$ cat src/rtl/vec_lsu.sv
// vec_lsu: vector load/store unit feeding the vector ALU.
//
// A load gathers VL elements of SEW bits from a 32-bit word memory port and
// presents them as one VL*SEW-bit operand; a store serialises a VL*SEW-bit
// vector back to memory. Element i lives at base + i*stride (mod 2^32).
// One vector request is handled at a time; element issue overlaps with
// in-order load returns.
//
// Ports
//   clk, rst_n                  clock, asynchronous active-low reset
//   req_valid/req_ready         vector request handshake (ready only in IDLE)
//   req_store                   1 = store, 0 = load
//   req_base, req_stride        byte address of element 0, signed byte stride
//   req_data                    store data, element i at [i*SEW +: SEW]
//   mem_valid/mem_ready         memory request handshake
//   mem_we, mem_addr, mem_wdata write enable, byte address, write data
//   mem_rvalid, mem_rdata       in-order read return, no backpressure
//   resp_valid/resp_ready       completion handshake
//   resp_store                  completed operation was a store
//   resp_data                   load result, element i at [i*SEW +: SEW]
module vec_lsu #(
    parameter int VL  = 8,
    parameter int SEW = 32
) (
    input  logic              clk,
    input  logic              rst_n,
    input  logic              req_valid,
    output logic              req_ready,
    input  logic              req_store,
    input  logic [31:0]       req_base,
    input  logic [31:0]       req_stride,
    input  logic [VL*SEW-1:0] req_data,
    output logic              mem_valid,
    input  logic              mem_ready,
    output logic              mem_we,
    output logic [31:0]       mem_addr,
    output logic [31:0]       mem_wdata,
    input  logic              mem_rvalid,
    input  logic [31:0]       mem_rdata,
    output logic              resp_valid,
    input  logic              resp_ready,
    output logic              resp_store,
    output logic [VL*SEW-1:0] resp_data
);

    // One extra bit so the counters can hold VL itself.
    localparam int CW = $clog2(VL) + 1;
    localparam logic [CW-1:0] CNT_LAST = CW'(VL - 1);
    localparam logic [CW-1:0] CNT_ONE  = CW'(1);

    typedef enum logic [1:0] {
        ST_IDLE  = 2'd0,
        ST_ISSUE = 2'd1,
        ST_WAIT  = 2'd2,
        ST_RESP  = 2'd3
    } state_t;

    state_t              state_r;
    state_t              state_s;
    logic [CW-1:0]       issue_cnt_r;
    logic [CW-1:0]       ret_cnt_r;
    logic [31:0]         addr_r;
    logic [31:0]         stride_r;
    logic                store_r;
    logic [VL*SEW-1:0]   wdata_r;
    logic [VL*SEW-1:0]   resp_data_r;
    logic                accept_s;
    logic                issue_fire_s;
    logic                ret_fire_s;

    // Next-state logic and per-cycle handshake strobes.
    always_comb begin
        state_s      = state_r;
        accept_s     = 1'b0;
        issue_fire_s = 1'b0;
        ret_fire_s   = 1'b0;
        case (state_r)
            ST_IDLE: begin
                if (req_valid) begin
                    accept_s = 1'b1;
                    state_s  = ST_ISSUE;
                end else begin
                    state_s  = ST_IDLE;
                end
            end
            ST_ISSUE: begin
                issue_fire_s = mem_ready;
                ret_fire_s   = mem_rvalid & ~store_r;
                // A final load return can coincide with the final issue.
                if (ret_fire_s && (ret_cnt_r == CNT_LAST)) begin
                    state_s = ST_RESP;
                end else if (issue_fire_s && (issue_cnt_r == CNT_LAST)) begin
                    state_s = store_r ? ST_RESP : ST_WAIT;
                end else begin
                    state_s = ST_ISSUE;
                end
            end
            ST_WAIT: begin
                ret_fire_s = mem_rvalid & ~store_r;
                if (ret_fire_s && (ret_cnt_r == CNT_LAST)) begin
                    state_s = ST_RESP;
                end else begin
                    state_s = ST_WAIT;
                end
            end
            ST_RESP: begin
                if (resp_ready) begin
                    state_s = ST_IDLE;
                end else begin
                    state_s = ST_RESP;
                end
            end
            default: begin
                state_s = ST_IDLE;
            end
        endcase
    end

    // FSM state register.
    always_ff @(posedge clk or negedge rst_n) begin
        if (!rst_n) begin
            state_r <= ST_IDLE;
        end else begin
            state_r <= state_s;
        end
    end

    // Captured request fields; store flag stays valid through RESP.
    always_ff @(posedge clk or negedge rst_n) begin
        if (!rst_n) begin
            stride_r <= 32'd0;
            store_r  <= 1'b0;
        end else if (accept_s) begin
            stride_r <= req_stride;
            store_r  <= req_store;
        end else begin
            stride_r <= stride_r;
            store_r  <= store_r;
        end
    end

    // Issue side: the running address advances by the stride on each
    // handshake (equal to base + cnt*stride mod 2^32), and the store data
    // shifts down so the current element always sits in the low word.
    always_ff @(posedge clk or negedge rst_n) begin
        if (!rst_n) begin
            addr_r      <= 32'd0;
            wdata_r     <= {(VL*SEW){1'b0}};
            issue_cnt_r <= {CW{1'b0}};
        end else if (accept_s) begin
            addr_r      <= req_base;
            wdata_r     <= req_store ? req_data : {(VL*SEW){1'b0}};
            issue_cnt_r <= {CW{1'b0}};
        end else if (issue_fire_s) begin
            addr_r      <= addr_r + stride_r;
            wdata_r     <= wdata_r >> SEW;
            issue_cnt_r <= issue_cnt_r + CNT_ONE;
        end else begin
            addr_r      <= addr_r;
            wdata_r     <= wdata_r;
            issue_cnt_r <= issue_cnt_r;
        end
    end

    // Return side: place each load return into element ret_cnt.
    always_ff @(posedge clk or negedge rst_n) begin
        if (!rst_n) begin
            ret_cnt_r   <= {CW{1'b0}};
            resp_data_r <= {(VL*SEW){1'b0}};
        end else if (accept_s) begin
            ret_cnt_r   <= {CW{1'b0}};
        end else if (ret_fire_s) begin
            ret_cnt_r <= ret_cnt_r + CNT_ONE;
            for (int i = 0; i < VL; i++) begin
                if (ret_cnt_r == CW'(i)) begin
                    resp_data_r[i*SEW +: SEW] <= mem_rdata;
                end
            end
        end else begin
            ret_cnt_r   <= ret_cnt_r;
            resp_data_r <= resp_data_r;
        end
    end

    // Outputs decode directly from registers so they are glitch-free and
    // drop with the asynchronous reset.
    assign req_ready  = (state_r == ST_IDLE);
    assign mem_valid  = (state_r == ST_ISSUE);
    assign mem_we     = (state_r == ST_ISSUE) & store_r;
    assign mem_addr   = addr_r;
    assign mem_wdata  = wdata_r[31:0];
    assign resp_valid = (state_r == ST_RESP);
    assign resp_store = store_r;
    assign resp_data  = resp_data_r;

endmodule

$ cat config.mk
export PLATFORM = sky130hd
export DESIGN_NAME = vec_lsu
export DESIGN_NICKNAME = d
export VERILOG_FILES = /design/src/rtl/vec_lsu.sv
export SDC_FILE = /design/constraint.sdc
export NUM_CORES = 1
export LEC_CHECK = 0
export BUFFER_PORTS_ARGS = -buffer_cell sky130_fd_sc_hd__clkbuf_2
export CORE_AREA = 2 2 265 267
export DETAILED_ROUTE_END_ITERATION = 6
export DIE_AREA = 0 0 267 269
export PLACE_DENSITY_LB_ADDON = 0.12
export SYNTH_ARGS = -nofsm -noshare
export SYNTH_HDL_FRONTEND = slang
export SYNTH_SLANG_ARGS = --single-unit
$ cat constraint.sdc
create_clock -name clk -period 2.37 [get_ports clk]
set_input_delay 0.1185 -clock clk [delete_from_list [all_inputs] [get_ports clk]]
set_output_delay 0.1185 -clock clk [all_outputs]
set_load 0.005 [all_outputs]
==> results.json <==
{
  "initial_core_util": 0.374,
  "p_per_area_nw_per_um2": 1190,
  "ant_nets": 0,
  "synthArstFlopShare": 1.00,
  "total_power_mw": 44.6,
  "r2r-end": "mem_addr[20]",
  "ir_worst_vdd_mv": 0.640,
  "yosys_register_bits": 587,
  "finClkSkew_ns": 0.0204,
  "min_path_type": "primary input to register",
  "syn-num-nets": 2879,
  "drc": 0,
  "cts.sinks": 587,
  "ys.flop_type": "dfrtp_1",
  "violations": "setup timing",
  "synth_cell_type_count": 56,
  "cp-startpoint": "stride_r[0]",
  "worstPathRequired_ns": 2.91,
  "synth_edf_count": 0,
  "clock_path_buffers": 3,
  "reg2reg_from": "stride_r[0]",
  "worst_pin_slew_ns": 0.809,
  "crit_arrival_ns": 3.18,
  "wl_per_cell_um": 21.6,
  "startpoint_type": "register",
  "syn_area_per_cell_um2": 10.5,
  "syn2layout_area_growth_pct": 44.0,
  "holdCritStartpoint": "mem_ready",
  "multi_input_area_um2": 10500,
  "cts_tree": "done",
  "grt_pass1_vias": 24400,
  "cts-buffers-inserted": 69,
  "detail_route.first_pass.iterations": 5,
  "crit_fanout": 3,
  "fillCellCount": 6187,
  "numPortBuffers": 683,
  "worstSetupEndpointType": "register",
  "netlist_instances": 2479,
  "setup_viol": 13,
  "reg2reg_slack_ns": -0.27,
  "whs_ns": 0.0782,
  "slew_headroom": 0.461,
  "num_io_pins": 684,
  "cts_htree_levels": 3,
  "place_congestion": 0.888,
  "die_y_um": 269,
  "drt_iter0_markers": 1700,
  "p_leak_nw": 18.6,
  "nets": 3910,
  "synth.cell_area_um2": 25900,
  "period_needed_ns": 2.64,
  "ys_seq_area_frac": 0.566,
  "grt_pass1_wl_um": 147000,
  "r2r_cells": 12,
  "cp-endpoint": "mem_addr[20]",
  "grt_overflow": 0,
  "vias": 23500,
  "rsz0062_at_grt": "true",
  "root_buffer": "clkbuf_16",
  "insertion_delay_ns": 0.62,
  "seqCellArea_um2": 14700,
  "clock.fmax_ghz": 0.378,
  "yosys_warnings": 0,
  "wl_um": 97400,
  "vias_per_cell": 5.21,
  "antenna_found_initial": 18,
  "clk_pin_slew_ns": 0.06,
  "die-area_um2": 71800,
  "hold_violations": 0,
  "finalMaxSlewViolations": 0,
  "drive_gt1_frac": 0.346,
  "rows": 97,
  "grt_max_degree": 108,
  "grt_usage": 0.267,
  "utilization": 0.539,
  "layout_setup_ws_ns": -0.274,
  "fin_crit_sh": 1.12,
  "dp_hpwl_um": 69300,
  "worstSetupPathType": "register to register",
  "coreArea_um2": 69300,
  "max_cap_violations": 0,
  "outcome": "finished, violations left",
  "dieWidth_um": 267
}
## synth_stat cells (all sizes together), types with 9 or more instances
library cell    n  area [µm²]
clkbuf        135         507
ha             40         500
a31oi         233        1460
mux2          256        2880
a21oi         287        1440
dfrtp         587       14700
a21o           19         144
inv            10        37.5
a22o           32         280
xor2           15         131
nand2         607        2280
xnor2          19         166
nor2           41         154
buf            81         438
o21ai          36         191
nand3           9        50.1
## worst min-delay path by stage
stage	to	slack, ns	cells past startpoint
6_report	mem_addr[27]	0.08	4
5_1_grt	mem_addr[31]	0.09	2
4_1_cts	mem_addr[27]	0.05	4
3_5_place_dp	stride_r[31]	0.12	1
3_3_place_gp	stride_r[31]	0.12	1
2_1_floorplan	issue_cnt_r[0]	-0.18	0
## sequential cells by signal, summed over array words and instances (netlist names)
signal       count
stride_r        32
resp_store       1
mem_addr        32
state_r          2
resp_data      256
ret_cnt_r        4
wdata_r        256
issue_cnt_r      4
## critical path, cell delays in order, from the launching register on
cell	delay [ns]
dfrtp_1	0.38
ha_2	0.20
fa_2	0.34
a21o_1	0.20
a221oi_4	0.30
buf_4	0.18
o21ai_4	0.06
a31oi_4	0.20
o21ai_4	0.10
a31oi_2	0.22
xnor2_1	0.15
nand2_1	0.08
a21oi_1	0.15
## layout make-up
class,count,area share
Sequential cell,587,0.393
Multi-Input combinational cell,1666,0.282
Timing Repair Buffer,1176,0.230
Clock buffer,99,0.0538
Tap cell,940,0.0315
Clock inverter,21,0.00807
Inverter,10,0.00100
Antenna cell,7,0.000469
## report_power, final
part	switching, mW	leakage, nW	total [mW]	internal, mW
Clock	4.45	1.13	10.9	6.49
Sequential	2.29	7.45	16.0	13.7
Combinational	9.45	10.0	17.7	8.22
## per-layer routing
layer,wire [µm],vias to the layer above,global-route usage
met5,135,-,0
met4,3220,20,0.0893
met3,6060,216,0.0630
met2,47900,784,0.451
met1,40100,11700,0.336
li1,-,10700,-
## cells by family (layout without fill, tap and decap cells)
group                    after synthesis  after routing  share of synthesized area
XOR/XNOR                              34             34                     0.0115
AO/OA/AOI/OAI                        640            640                      0.147
buffers and inverters                226           1306                     0.0379
flip-flops                           587            587                      0.566
multiplexers                         256            256                      0.111
other                                  0              7                          0
adder cells (fa/ha/maj)               41             41                     0.0201
AND/OR/NAND/NOR                      695            695                      0.106
## metrics by stage
stage          setup slack (ns)  instances  instance area, µm²  setup TNS [ns]
2_1_floorplan           -0.0770       2479               26000          -0.174
6_report                 -0.274       4506               37400           -2.26
5_1_grt                  -0.418       4503               37300           -4.37
3_5_place_dp             -0.284       4011               31200           -2.76
3_3_place_gp             -0.257       4011               31200           -2.38
4_1_cts                  -0.244       4493               37100           -2.26
## cell usage in the layout (no fill, tap or decap), types with 44 or more instances in the layout
cell           instances
a21oi_1              278
a31oi_1              231
buf_12                44
buf_4                 89
clkbuf_16             70
clkbuf_2             681
dfrtp_1              586
dlygate4sd3_1        359
mux2_2               256
nand2_1              605
## what timing repair did
| action | in CTS | in global routing |
|---|---|---|
| buffers inserted | 3 | 6 |
| setup endpoints to repair | 15 | 40 |
| pin swaps | 12 | 25 |
| resized for setup | 11 | 29 |
| endpoints found under the hold margin | 1040 | 0 |
| hold buffers | 359 | 0 |
No activity file was read; power rests on OpenSTA's default activity.
